--- src/rtl/bp_me_pkg.sv ---
// bp_me_pkg
// Shared types for the lite memory arbiter slice:
//   arb_state_e : command-side FSM states (idle / header / data)
//   src_id_t    : identifies a requesting port (0 = I$, 1 = D$)
//   rr_pick     : round-robin choice between the two header valids
package bp_me_pkg;

  typedef enum logic [1:0] {
    e_arb_idle = 2'd0,
    e_arb_hdr  = 2'd1,
    e_arb_data = 2'd2
  } arb_state_e;

  typedef logic [0:0] src_id_t;

  localparam int unsigned num_src_lp = 2;

  // The preferred source wins if it is requesting; otherwise the other one.
  function automatic src_id_t rr_pick(input logic [1:0] valid, input src_id_t prio);
    if (valid[prio]) return prio;
    return ~prio;
  endfunction

endpackage

--- src/rtl/bp_lite_mem_tag_fifo.sv ---
// bp_lite_mem_tag_fifo
// In-order FIFO of 1-bit source tags, one entry per in-flight command.
// Ports:
//   clk_i, reset_i       : clock, asynchronous active-high reset (empties FIFO)
//   push_i, data_i       : enqueue a source tag (ignored when full)
//   pop_i                : dequeue the head tag (ignored when empty)
//   data_o               : head tag
//   full_o, empty_o      : occupancy flags
//   count_o              : number of stored tags
module bp_lite_mem_tag_fifo
  import bp_me_pkg::*;
  #(parameter int outstanding_p = 4)
  (input  logic                            clk_i,
   input  logic                            reset_i,
   input  logic                            push_i,
   input  src_id_t                         data_i,
   input  logic                            pop_i,
   output src_id_t                         data_o,
   output logic                            full_o,
   output logic                            empty_o,
   output logic [$clog2(outstanding_p):0]  count_o);

  localparam int ptr_width_lp = $clog2(outstanding_p);
  localparam logic [ptr_width_lp:0] full_count_lp = (ptr_width_lp+1)'(outstanding_p);

  logic [ptr_width_lp-1:0] wr_ptr_r, rd_ptr_r;
  logic [ptr_width_lp:0]   count_r;
  src_id_t                 mem_r [outstanding_p];
  logic                    push_ok, pop_ok;

  // A push is refused whenever the FIFO is full, even if a pop frees a slot
  // in the same cycle; the freed slot becomes usable on the next cycle.
  assign push_ok = push_i & ~full_o;
  assign pop_ok  = pop_i & ~empty_o;

  // Pointers are exactly log2(depth) bits wide, so they wrap on their own.
  always_ff @(posedge clk_i or posedge reset_i) begin
    if (reset_i) begin
      wr_ptr_r <= '0;
      rd_ptr_r <= '0;
      count_r  <= '0;
    end else begin
      if (push_ok) wr_ptr_r <= wr_ptr_r + 1'b1;
      if (pop_ok)  rd_ptr_r <= rd_ptr_r + 1'b1;
      case ({push_ok, pop_ok})
        2'b10:   count_r <= count_r + 1'b1;
        2'b01:   count_r <= count_r - 1'b1;
        default: count_r <= count_r;
      endcase
    end
  end

  always_ff @(posedge clk_i) begin
    if (push_ok) mem_r[wr_ptr_r] <= data_i;
  end

  assign data_o  = mem_r[rd_ptr_r];
  assign full_o  = (count_r == full_count_lp);
  assign empty_o = (count_r == '0);
  assign count_o = count_r;

endmodule

--- src/rtl/bp_lite_mem_arbiter.sv ---
// bp_lite_mem_arbiter
// Merges the lite unicore's two UCE memory streams (port 0 = I$, port 1 = D$)
// onto one BedRock stream memory port. Grants are round-robin and held for a
// whole message; each issued command records its source in a tag FIFO, whose
// head steers the in-order response stream back to the right port.
// Ports:
//   clk_i, reset_i            : clock, asynchronous active-high reset
//   mem_cmd_*_i / *_o (x2)    : per-source command streams (packed, port 0 low)
//   mem_cmd_*  (single)       : merged command stream toward memory
//   mem_resp_* (single)       : response stream from memory
//   mem_resp_*_o / *_i (x2)   : per-source response streams
// Optional feature macro: BP_LITE_MEM_ARB_STATS_EN adds stat_cmd_o / stat_stall_o,
// per-source 32-bit saturating counts of issued commands and stalled header cycles.
// header_width_p is overridden by the parent with the BedRock mem header width.
module bp_lite_mem_arbiter
  import bp_me_pkg::*;
  #(parameter int header_width_p = 64,
    parameter int data_width_p   = 64,
    parameter int outstanding_p  = 4)
  (input  logic                        clk_i,
   input  logic                        reset_i,

   input  logic [2*header_width_p-1:0] mem_cmd_header_i,
   input  logic [1:0]                  mem_cmd_header_v_i,
   output logic [1:0]                  mem_cmd_header_ready_and_o,
   input  logic [1:0]                  mem_cmd_has_data_i,
   input  logic [2*data_width_p-1:0]   mem_cmd_data_i,
   input  logic [1:0]                  mem_cmd_data_v_i,
   output logic [1:0]                  mem_cmd_data_ready_and_o,
   input  logic [1:0]                  mem_cmd_last_i,

   output logic [header_width_p-1:0]   mem_cmd_header_o,
   output logic                        mem_cmd_header_v_o,
   input  logic                        mem_cmd_header_ready_and_i,
   output logic                        mem_cmd_has_data_o,
   output logic [data_width_p-1:0]     mem_cmd_data_o,
   output logic                        mem_cmd_data_v_o,
   input  logic                        mem_cmd_data_ready_and_i,
   output logic                        mem_cmd_last_o,

   input  logic [header_width_p-1:0]   mem_resp_header_i,
   input  logic                        mem_resp_header_v_i,
   output logic                        mem_resp_header_ready_and_o,
   input  logic                        mem_resp_has_data_i,
   input  logic [data_width_p-1:0]     mem_resp_data_i,
   input  logic                        mem_resp_data_v_i,
   output logic                        mem_resp_data_ready_and_o,
   input  logic                        mem_resp_last_i,

   output logic [2*header_width_p-1:0] mem_resp_header_o,
   output logic [1:0]                  mem_resp_header_v_o,
   input  logic [1:0]                  mem_resp_header_ready_and_i,
   output logic [1:0]                  mem_resp_has_data_o,
   output logic [2*data_width_p-1:0]   mem_resp_data_o,
   output logic [1:0]                  mem_resp_data_v_o,
   input  logic [1:0]                  mem_resp_data_ready_and_i,
   output logic [1:0]                  mem_resp_last_o
`ifdef BP_LITE_MEM_ARB_STATS_EN
   ,
   output logic [1:0][31:0]            stat_cmd_o,
   output logic [1:0][31:0]            stat_stall_o
`endif
   );

  arb_state_e state_r, state_n;
  src_id_t    grant_r, grant_n;
  src_id_t    prio_r, prio_n;
  src_id_t    cur_src;
  logic       hdr_phase, data_phase;
  logic       hdr_fire, data_fire;

  logic       fifo_full, fifo_empty, fifo_pop;
  src_id_t    fifo_head;
  logic       resp_active;
  logic [$clog2(outstanding_p):0] unused_fifo_count;

  // State register: grant and priority pointer live alongside the FSM state.
  always_ff @(posedge clk_i or posedge reset_i) begin
    if (reset_i) begin
      state_r <= e_arb_idle;
      grant_r <= '0;
      prio_r  <= '0;
    end else begin
      state_r <= state_n;
      grant_r <= grant_n;
      prio_r  <= prio_n;
    end
  end

  // Next-state logic. In idle the round-robin pick is presented to memory in
  // the same cycle, so the header can complete without a bubble; if it is not
  // accepted the pick is latched and held until it is.
  always_comb begin
    state_n    = state_r;
    grant_n    = grant_r;
    prio_n     = prio_r;
    cur_src    = grant_r;
    hdr_phase  = 1'b0;
    data_phase = 1'b0;

    case (state_r)
      e_arb_idle: begin
        if (~fifo_full && (|mem_cmd_header_v_i)) begin
          cur_src   = rr_pick(mem_cmd_header_v_i, prio_r);
          grant_n   = cur_src;
          hdr_phase = 1'b1;
          state_n   = e_arb_hdr;
        end
      end
      e_arb_hdr:  hdr_phase  = ~fifo_full;
      e_arb_data: data_phase = 1'b1;
      default:    state_n    = e_arb_idle;
    endcase

    // Outputs must fall as soon as reset is raised, before the flops clear.
    hdr_phase  = hdr_phase & ~reset_i;
    data_phase = data_phase & ~reset_i;

    hdr_fire  = hdr_phase & mem_cmd_header_v_i[cur_src] & mem_cmd_header_ready_and_i;
    data_fire = data_phase & mem_cmd_data_v_i[cur_src] & mem_cmd_data_ready_and_i;

    if (hdr_fire) begin
      prio_n  = ~cur_src;
      state_n = mem_cmd_has_data_i[cur_src] ? e_arb_data : e_arb_idle;
    end
    if (data_fire && mem_cmd_last_i[cur_src]) begin
      state_n = e_arb_idle;
    end
  end

  // Command-side muxing: only the granted source sees ready.
  always_comb begin
    mem_cmd_header_o   = cur_src[0] ? mem_cmd_header_i[2*header_width_p-1:header_width_p]
                                    : mem_cmd_header_i[header_width_p-1:0];
    mem_cmd_data_o     = cur_src[0] ? mem_cmd_data_i[2*data_width_p-1:data_width_p]
                                    : mem_cmd_data_i[data_width_p-1:0];
    mem_cmd_header_v_o = hdr_phase & mem_cmd_header_v_i[cur_src];
    mem_cmd_has_data_o = mem_cmd_has_data_i[cur_src];
    mem_cmd_data_v_o   = data_phase & mem_cmd_data_v_i[cur_src];
    mem_cmd_last_o     = mem_cmd_last_i[cur_src];

    mem_cmd_header_ready_and_o = '0;
    mem_cmd_data_ready_and_o   = '0;
    for (int i = 0; i < num_src_lp; i++) begin
      mem_cmd_header_ready_and_o[i] = hdr_phase  & (cur_src == src_id_t'(i)) & mem_cmd_header_ready_and_i;
      mem_cmd_data_ready_and_o[i]   = data_phase & (cur_src == src_id_t'(i)) & mem_cmd_data_ready_and_i;
    end
  end

  // Response steering: the oldest outstanding tag owns the response stream.
  // A response retires on its header when it has no data, else on its last beat.
  always_comb begin
    resp_active = ~fifo_empty & ~reset_i;

    mem_resp_header_o = {2{mem_resp_header_i}};
    mem_resp_data_o   = {2{mem_resp_data_i}};

    mem_resp_header_ready_and_o = resp_active & mem_resp_header_ready_and_i[fifo_head];
    mem_resp_data_ready_and_o   = resp_active & mem_resp_data_ready_and_i[fifo_head];

    mem_resp_header_v_o = '0;
    mem_resp_has_data_o = '0;
    mem_resp_data_v_o   = '0;
    mem_resp_last_o     = '0;
    for (int i = 0; i < num_src_lp; i++) begin
      mem_resp_header_v_o[i] = resp_active & (fifo_head == src_id_t'(i)) & mem_resp_header_v_i;
      mem_resp_has_data_o[i] = resp_active & (fifo_head == src_id_t'(i)) & mem_resp_has_data_i;
      mem_resp_data_v_o[i]   = resp_active & (fifo_head == src_id_t'(i)) & mem_resp_data_v_i;
      mem_resp_last_o[i]     = resp_active & (fifo_head == src_id_t'(i)) & mem_resp_last_i;
    end

    fifo_pop = (mem_resp_header_v_i & mem_resp_header_ready_and_o & ~mem_resp_has_data_i)
             | (mem_resp_data_v_i & mem_resp_data_ready_and_o & mem_resp_last_i);
  end

  // Occupancy is only needed as full/empty here; the count stays visible in
  // the FIFO for debug.
  bp_lite_mem_tag_fifo #(.outstanding_p(outstanding_p)) tag_fifo (
    .clk_i   (clk_i),
    .reset_i (reset_i),
    .push_i  (hdr_fire),
    .data_i  (cur_src),
    .pop_i   (fifo_pop),
    .data_o  (fifo_head),
    .full_o  (fifo_full),
    .empty_o (fifo_empty),
    .count_o (unused_fifo_count)
  );

`ifdef BP_LITE_MEM_ARB_STATS_EN
  logic [1:0] stat_issue, stat_stall;

  // A stall is any cycle a source holds header valid without completing it.
  always_comb begin
    stat_issue = '0;
    stat_stall = '0;
    for (int i = 0; i < num_src_lp; i++) begin
      stat_issue[i] = hdr_fire & (cur_src == src_id_t'(i));
      stat_stall[i] = mem_cmd_header_v_i[i] & ~stat_issue[i];
    end
  end

  always_ff @(posedge clk_i or posedge reset_i) begin
    if (reset_i) begin
      stat_cmd_o   <= '0;
      stat_stall_o <= '0;
    end else begin
      for (int i = 0; i < num_src_lp; i++) begin
        if (stat_issue[i] && (stat_cmd_o[i] != '1))   stat_cmd_o[i]   <= stat_cmd_o[i] + 32'd1;
        if (stat_stall[i] && (stat_stall_o[i] != '1)) stat_stall_o[i] <= stat_stall_o[i] + 32'd1;
      end
    end
  end
`endif

endmodule

--- config.mk ---
export PLATFORM = sky130hd
export DESIGN_NAME = bp_lite_mem_arbiter
export DESIGN_NICKNAME = d
export VERILOG_FILES = /design/src/rtl/bp_me_pkg.sv /design/src/rtl/bp_lite_mem_tag_fifo.sv /design/src/rtl/bp_lite_mem_arbiter.sv
export SDC_FILE = /design/constraint.sdc
export NUM_CORES = 1
export LEC_CHECK = 0
export BUFFER_PORTS_ARGS = -buffer_cell sky130_fd_sc_hd__buf_2
export CAP_MARGIN = 20
export CORE_AREA = 5 5 307 309
export CTS_CLUSTER_DIAMETER = 40
export DETAILED_ROUTE_END_ITERATION = 8
export DIE_AREA = 0 0 312 314
export GPL_TIMING_DRIVEN = 0
export PLACE_DENSITY = 0.34
export SLEW_MARGIN = 20
export SYNTH_ARGS = -nofsm -noshare
export SYNTH_HDL_FRONTEND = slang
export SYNTH_SLANG_ARGS = --single-unit
--- constraint.sdc ---
create_clock -name clk_i -period 2.4 [get_ports clk_i]
set_input_delay 0.12 -clock clk_i [delete_from_list [all_inputs] [get_ports clk_i]]
set_output_delay 0.12 -clock clk_i [all_outputs]
set_load 0.02 [all_outputs]
# Word-level counts from Yosys, hierarchy flattened
# Memories as Yosys holds them, arrays and structs flattened.
# Index checks and enable logic that the tools add are counted.
# classes
magnitude_cmp	3
muxes	34
bitwise_logic	41
eq_ne	7
add_sub_neg	4
reduce_logical	8
# ops
op	n
64-bit 2-to-1 mux	2
1-bit bitwise AND	33
1-bit 2-to-1 mux	25
2-bit 2-to-1 mux	4
1-bit inverter	7
1-bit by 2-bit < comparator with 1-bit output (second input constant)	3
3-bit one-hot mux with 2 select lines	1
2-bit by 1-bit adder with 2-bit output (second input constant)	2
2-bit by 1-bit equality test with 1-bit output (second input constant)	2
2-bit equality test (second input constant)	2
4-bit by 3-bit inequality test with 1-bit output (second input constant)	1
2-bit one-hot mux with 2 select lines	1
2-bit OR reduction	2
3-bit by 1-bit adder with 3-bit output (second input constant)	1
3-bit equality test (second input constant)	1
3-bit logical NOT	1
3-bit by 1-bit inequality test with 1-bit output (second input constant)	1
3-bit by 1-bit subtractor with 3-bit output (second input constant)	1
1-bit logical AND	2
2-bit logical NOT	1
1-bit one-hot mux with 2 select lines	1
2-bit AND reduction	1
2-bit nonzero test	1
1-bit bitwise OR	1
# word_totals
out_inout_bits	402
regBits	11
ramBits	4
n_memories	1
# memory_table
name	depth	width	read_ports	rd_ports_with_merged_regs	write_ports	line	text
tag_fifo.mem_r	4	1	1	0	1	bp_lite_mem_tag_fifo.sv:28	src_id_t mem_r [outstanding_p];

# Longest topological paths before layout
# logic_depth
ltp_word	15
depth_mapped	13
mapped_depth_nobuf	12

# Hierarchy
# From an unflattened synthesis, not the netlist that was laid out.
# unflattened
cells_unflattened	781
hier_area_um2	4608.2
# modules_own_cells
module	instances	seq_area_each_um2	area_per_inst_um2	cells_per_inst
bp_lite_mem_arbiter	1	100.1	4022.6	737
bp_lite_mem_tag_fifo	1	295.3	585.6	44

# Least setup slack after synthesis
# No wires, ideal clock.
# synth_path
kind	reg2reg
startpoint	register tag_fifo.rd_ptr_r[0]
endpoint	register tag_fifo.count_r[2], in the netlist tag_fifo.count_o[2]
setup_ps	79
path_buffers	0
synth_period_minus_slack_ps	2524
stages_incl_launch_ff	11
path_slack_ps	-124
arrival_ps	2445
required_time_ps	2321
path_cell_list	dfrtp_1 -> mux4_2 -> mux2_2 -> nand4b_1 -> nand2_1 -> ha_1 -> inv_1 -> fa_1 -> xor2_1 -> nor2_1 -> xor2_1
# synth_via
elab_chain_cells	10
# synth_rtl
element	line	text
start, declared	bp_lite_mem_tag_fifo.sv:26	logic [ptr_width_lp-1:0] wr_ptr_r, rd_ptr_r;
start signal, assigned	bp_lite_mem_tag_fifo.sv:44	if (pop_ok) rd_ptr_r <= rd_ptr_r + 1'b1;
memory 4 x 1 bit (*)	n/a	
1-bit 2-to-1 mux, on equally long branches (2 in series)	bp_lite_mem_arbiter.sv:158, bp_lite_mem_arbiter.sv:159	
1-bit bitwise AND, on equally long branches	bp_lite_mem_arbiter.sv:158, bp_lite_mem_arbiter.sv:159	
1-bit bitwise AND, on equally long branches (2 in series)	bp_lite_mem_arbiter.sv:172, bp_lite_mem_arbiter.sv:173	
1-bit bitwise OR (*)	bp_lite_mem_arbiter.sv:173	| (mem_resp_data_v_i & mem_resp_data_ready_and_o & mem_resp_last_i);
1-bit bitwise AND (*)	bp_lite_mem_tag_fifo.sv:34	assign pop_ok = pop_i & ~empty_o;
net tag_fifo.pop_ok	bp_lite_mem_tag_fifo.sv:29	logic push_ok, pop_ok;
2-bit by 1-bit equality test with 1-bit output or 2-bit equality test (tied branches)	bp_lite_mem_tag_fifo.sv:45	case ({push_ok, pop_ok})
3-bit one-hot mux with 2 select lines or 2-bit nonzero test (tied branches)	n/a	
end signal, assigned	bp_lite_mem_tag_fifo.sv:46	2'b10: count_r <= count_r + 1'b1;
end signal, assigned	bp_lite_mem_tag_fifo.sv:47	2'b01: count_r <= count_r - 1'b1;
end signal, assigned	bp_lite_mem_tag_fifo.sv:48	default: count_r <= count_r;
end, declared	bp_lite_mem_tag_fifo.sv:27	logic [ptr_width_lp:0] count_r;
# Mark *: on every way through the listed nets, which the timed path passes. The rest lies on a longest branch. The select of a mux whose other input is x is not followed.
# A chain may end at the register's enable or synchronous reset.

# Worst setup path in the final report
# Ends and elaborated chain as after synthesis.

==> summary.txt <==
Yosys
  • Mapped Cells: between 700 and 800
  • Yosys cell types: 40
  • #FFs+latches synth: 15
  • Syn avg cell area: ~5.9 um^2
  • Syn nets: about 1200
  • Mapped cell area: 0.00456 mm^2
  • Primary FF master, synth: dfrtp_1
  • Post-synth EDFFs: 4
  • Post-synthesis sequential area ratio: slightly below 9%
  • Yosys Warn Count: 0
  • Async S/R FF share, synth: around three quarters

Critical path
  • Type of destination of the critical path: flop
  • Worst path required time: around 2.6 ns
  • R2r setup slk: -0.16 ns
  • CP Data Arrival Time: approximately 2.7 ns
  • CP Max Fanout: 7
  • Setup crit start kind: flop
  • WS Path Type: flop to flop
  • Critical Path Slowest Stage Cell: mux4_2
  • Most used cell, CP: xor2_1
  • CP max stage delay: about 0.6 ns
  • Cells along the critical path: mux4_2 -> mux2_4 -> nand4b_1 -> nand2_2 -> ha_4 -> inv_2 -> fa_2 -> xor2_1 -> nor2_1 -> xor2_1

Power and ir drop
  • Worst VDD drop: between 0.6 and 0.7 mV
  • PwrDens: approximately 1300 mW/mm^2
  • Static Leak: slightly above 7 nW

Die
  • I/O pin count: 806
  • Die area: 0.0980 mm^2
  • Die H: between 300 and 400 um
  • Core Footprint: between 0.09 and 0.1 mm^2
  • Initial Utilization: 5.01%
  • Standard-cell row count: 111
  • Die Wd: 312 um

GRT
  • Vias in the first global route: 7686
  • Global Route Usage Sum: under 10%
  • Antenna violations before repair: 4
  • Largest net degree at the start of global routing: 15
  • Grt ovf: 0
  • First-pass GRT wire length: 55.1 mm

Worst hold path
  • Min-Delay Path Class: primary input to flop

Outcome
  • Failing checks: negative setup slack
  • Outcome: finished with violations

Timing
  • Total negative slack: -5.60 ns
  • Final Cycle Share: 107%
  • Worst setup margin: -0.159 ns
  • Slew headroom: ~64%
  • Hold slack: ~0.38 ns
  • Layout Skew: roughly 0.0023 ns
  • Unrepaired setup endpoints after global routing: true
  • Fmax achieved: ~390 MHz
  • Final hold violation count: 0
  • Fin crit period: 2.56 ns
  • Worst Tran Pin Value: roughly 0.53 ns
  • Max Slew Vio Count: 0
  • Final-report setup violation count: between 100 and 150

Route
  • Initial DRT Pass Iterations: 4
  • DR WL/cell: 15.6 um
  • Iter 0 DRT Violations: 181
  • Drt drc: 0
  • Vias: 7282
  • Drt total wl: between 40 and 50 mm
  • Final antenna-violating net count: 0
  • Vias per std cell: 2.70

Clocking
  • H-tree levels: 1
  • Clk buf depth: 2
  • CTS tree: yes
  • Root buffer cell: clkbuf_16
  • Sink Count: 15
  • Clk slew on worst S/H paths: 0.05 ns
  • Clock Latency Late Sink: roughly 0.24 ns
  • TritonCTS Buffers: 3

Placed design
  • Number of placed instances, taps included: about 2600
  • IO Port Bufs: 677
  • Pre-CTS setup slack: -0.886 ns
  • Routability cong.: around 0.8
  • DP HPWL: between 30 and 40 mm

Final layout
  • Area Overhead vs Synth: 188%
  • Nets: just under 2000
  • Fin util: approximately 14%
  • Share of layout cells above drive strength 1: a little under nine tenths
  • Cell Count, Final, Fillers Out: 2697

Flow run
  • MaxCap Viol Count: 0
-- Yosys cell counts (2+ instances only) --
| cell | n | area share [%] |
|---|---|---|
| dfrtp_1 | 11 | 6.0 |
| a21oi_1 | 4 | 0.44 |
| xnor2_1 | 2 | 0.38 |
| and3_1 | 6 | 0.82 |
| nor3_1 | 3 | 0.33 |
| clkbuf_1 | 9 | 0.74 |
| buf_2 | 21 | 2.3 |
| inv_1 | 9 | 0.74 |
| edfxtp_1 | 4 | 2.6 |
| nand2_1 | 393 | 32 |
| buf_4 | 256 | 42 |
| o21ai_0 | 4 | 0.44 |
| a211oi_1 | 2 | 0.33 |
| nor2_1 | 9 | 0.74 |
| and2_1 | 10 | 1.4 |
| xor2_1 | 4 | 0.77 |
| ha_1 | 8 | 2.2 |
| mux2_2 | 2 | 0.49 |
-- final timing paths --
path,from,cells after the start,to
hold / removal,mem_resp_data_v_i,4,tag_fifo.rd_ptr_r[1]$_DFFE_PP0P_
hold reg to reg,tag_fifo.rd_ptr_r[1]$_DFFE_PP0P_,1,tag_fifo.rd_ptr_r[1]$_DFFE_PP0P_
max in group asynchronous,reset_i,3,tag_fifo.count_o[2]$_DFFE_PP0P_
setup / recovery,tag_fifo.rd_ptr_r[0]$_DFFE_PP0P_,10,tag_fifo.count_o[2]$_DFFE_PP0P_
setup reg to reg,tag_fifo.rd_ptr_r[0]$_DFFE_PP0P_,10,tag_fifo.count_o[2]$_DFFE_PP0P_
min in group asynchronous,reset_i,3,tag_fifo.rd_ptr_r[0]$_DFFE_PP0P_
-- routing by layer --
layer / GRT usage, % / routed length (um) / part of all wire, %
met2: 13.8 / 21200 / 50
met1: 9.21 / 16800 / 40
met4: 2.11 / 1300 / 3.1
met5: 0 / 23 / 0.055
met3: 1.69 / 2880 / 6.8
-- repair_timing --
action / CTS / global route
cloned: 16 / 5
endpoints found under the hold margin: 11 / 0
gates resized for setup: 559 / 277
pin swaps: 106 / 145
endpoints found under the setup margin: 143 / 130
hold buffers: 1 / 0
setup buffers: 30 / 8
-- layout by cell type (no fill, tap or decap), types with 2 or more instances in the layout --
master and instances:
buf_4 276, and3_1 5, nand2_2 107, nand2_4 159, and2_1 10, nor3_1 3, buf_8 8, dfrtp_1 11
ha_4 2, nand2_8 6, buf_2 558, a21oi_1 4, o21ai_0 3, buf_16 15, buf_12 25, xnor2_1 2
nor2_1 9, buf_6 122, ha_1 6, nand2_1 122, inv_1 8, edfxtp_1 4, diode_2 2, mux2_4 3
clkbuf_16 10, xor2_1 4
-- where the power goes --
| part | internal (mW) | leakage, nW | switching (mW) |
|---|---|---|---|
| logic | 7.43 | 7.04 | 8.51 |
| clock network | 0.222 | 0.0409 | 0.0994 |
| registers | 0.378 | 0.168 | 0.0679 |
| total | 8.03 | 7.25 | 8.68 |
-- cell type report --
class / instances / area, um^2
Buffer: 284 / 2480
Antenna cell: 2 / 5.00
Clock inverter: 1 / 5.00
Clock buffer: 3 / 75.1
Multi-Input combinational cell: 468 / 3680
Timing Repair Buffer: 728 / 4980
Fill cell: 10500 / 78000
Sequential cell: 15 / 395
Tap cell: 1186 / 1480
Inverter: 10 / 50.0
-- critical path, delay by kind of cell, from the launching register on --
family,cells,cell delay (ns)
buf+inv,1,0.03
xor+xnor,2,0.28
fa+ha+maj,2,0.47
flops,1,0.37
simple gates,3,0.47
mux,2,0.85
-- state kept, by name (all words and copies together), names as in the netlist --
name / flops
grant_r: 1
prio_r: 1
state_r: 2
tag_fifo.count_o: 3
tag_fifo.mem_r: 4
tag_fifo.rd_ptr_r: 2
tag_fifo.wr_ptr_r: 2
-- cell families after synthesis --
kind of cell	share of synthesized area, %
AND/OR/NAND/NOR	37.2
buffers and inverters	46.0
flip-flops	8.67
adder cells (fa/ha/maj)	2.63
AO/OA/AOI/OAI	2.80
multiplexers	1.54
XOR/XNOR	1.15
-- stage by stage --
stage          cell area [um^2]  total power [mW]
2_1_floorplan              4580              5.38
3_3_place_gp               9450              9.11
3_5_place_dp               9450              9.02
4_1_cts                   12200              15.5
5_1_grt                   13200              17.8
6_report                  13200              16.7
No activity file was read; power rests on OpenSTA's default activity.
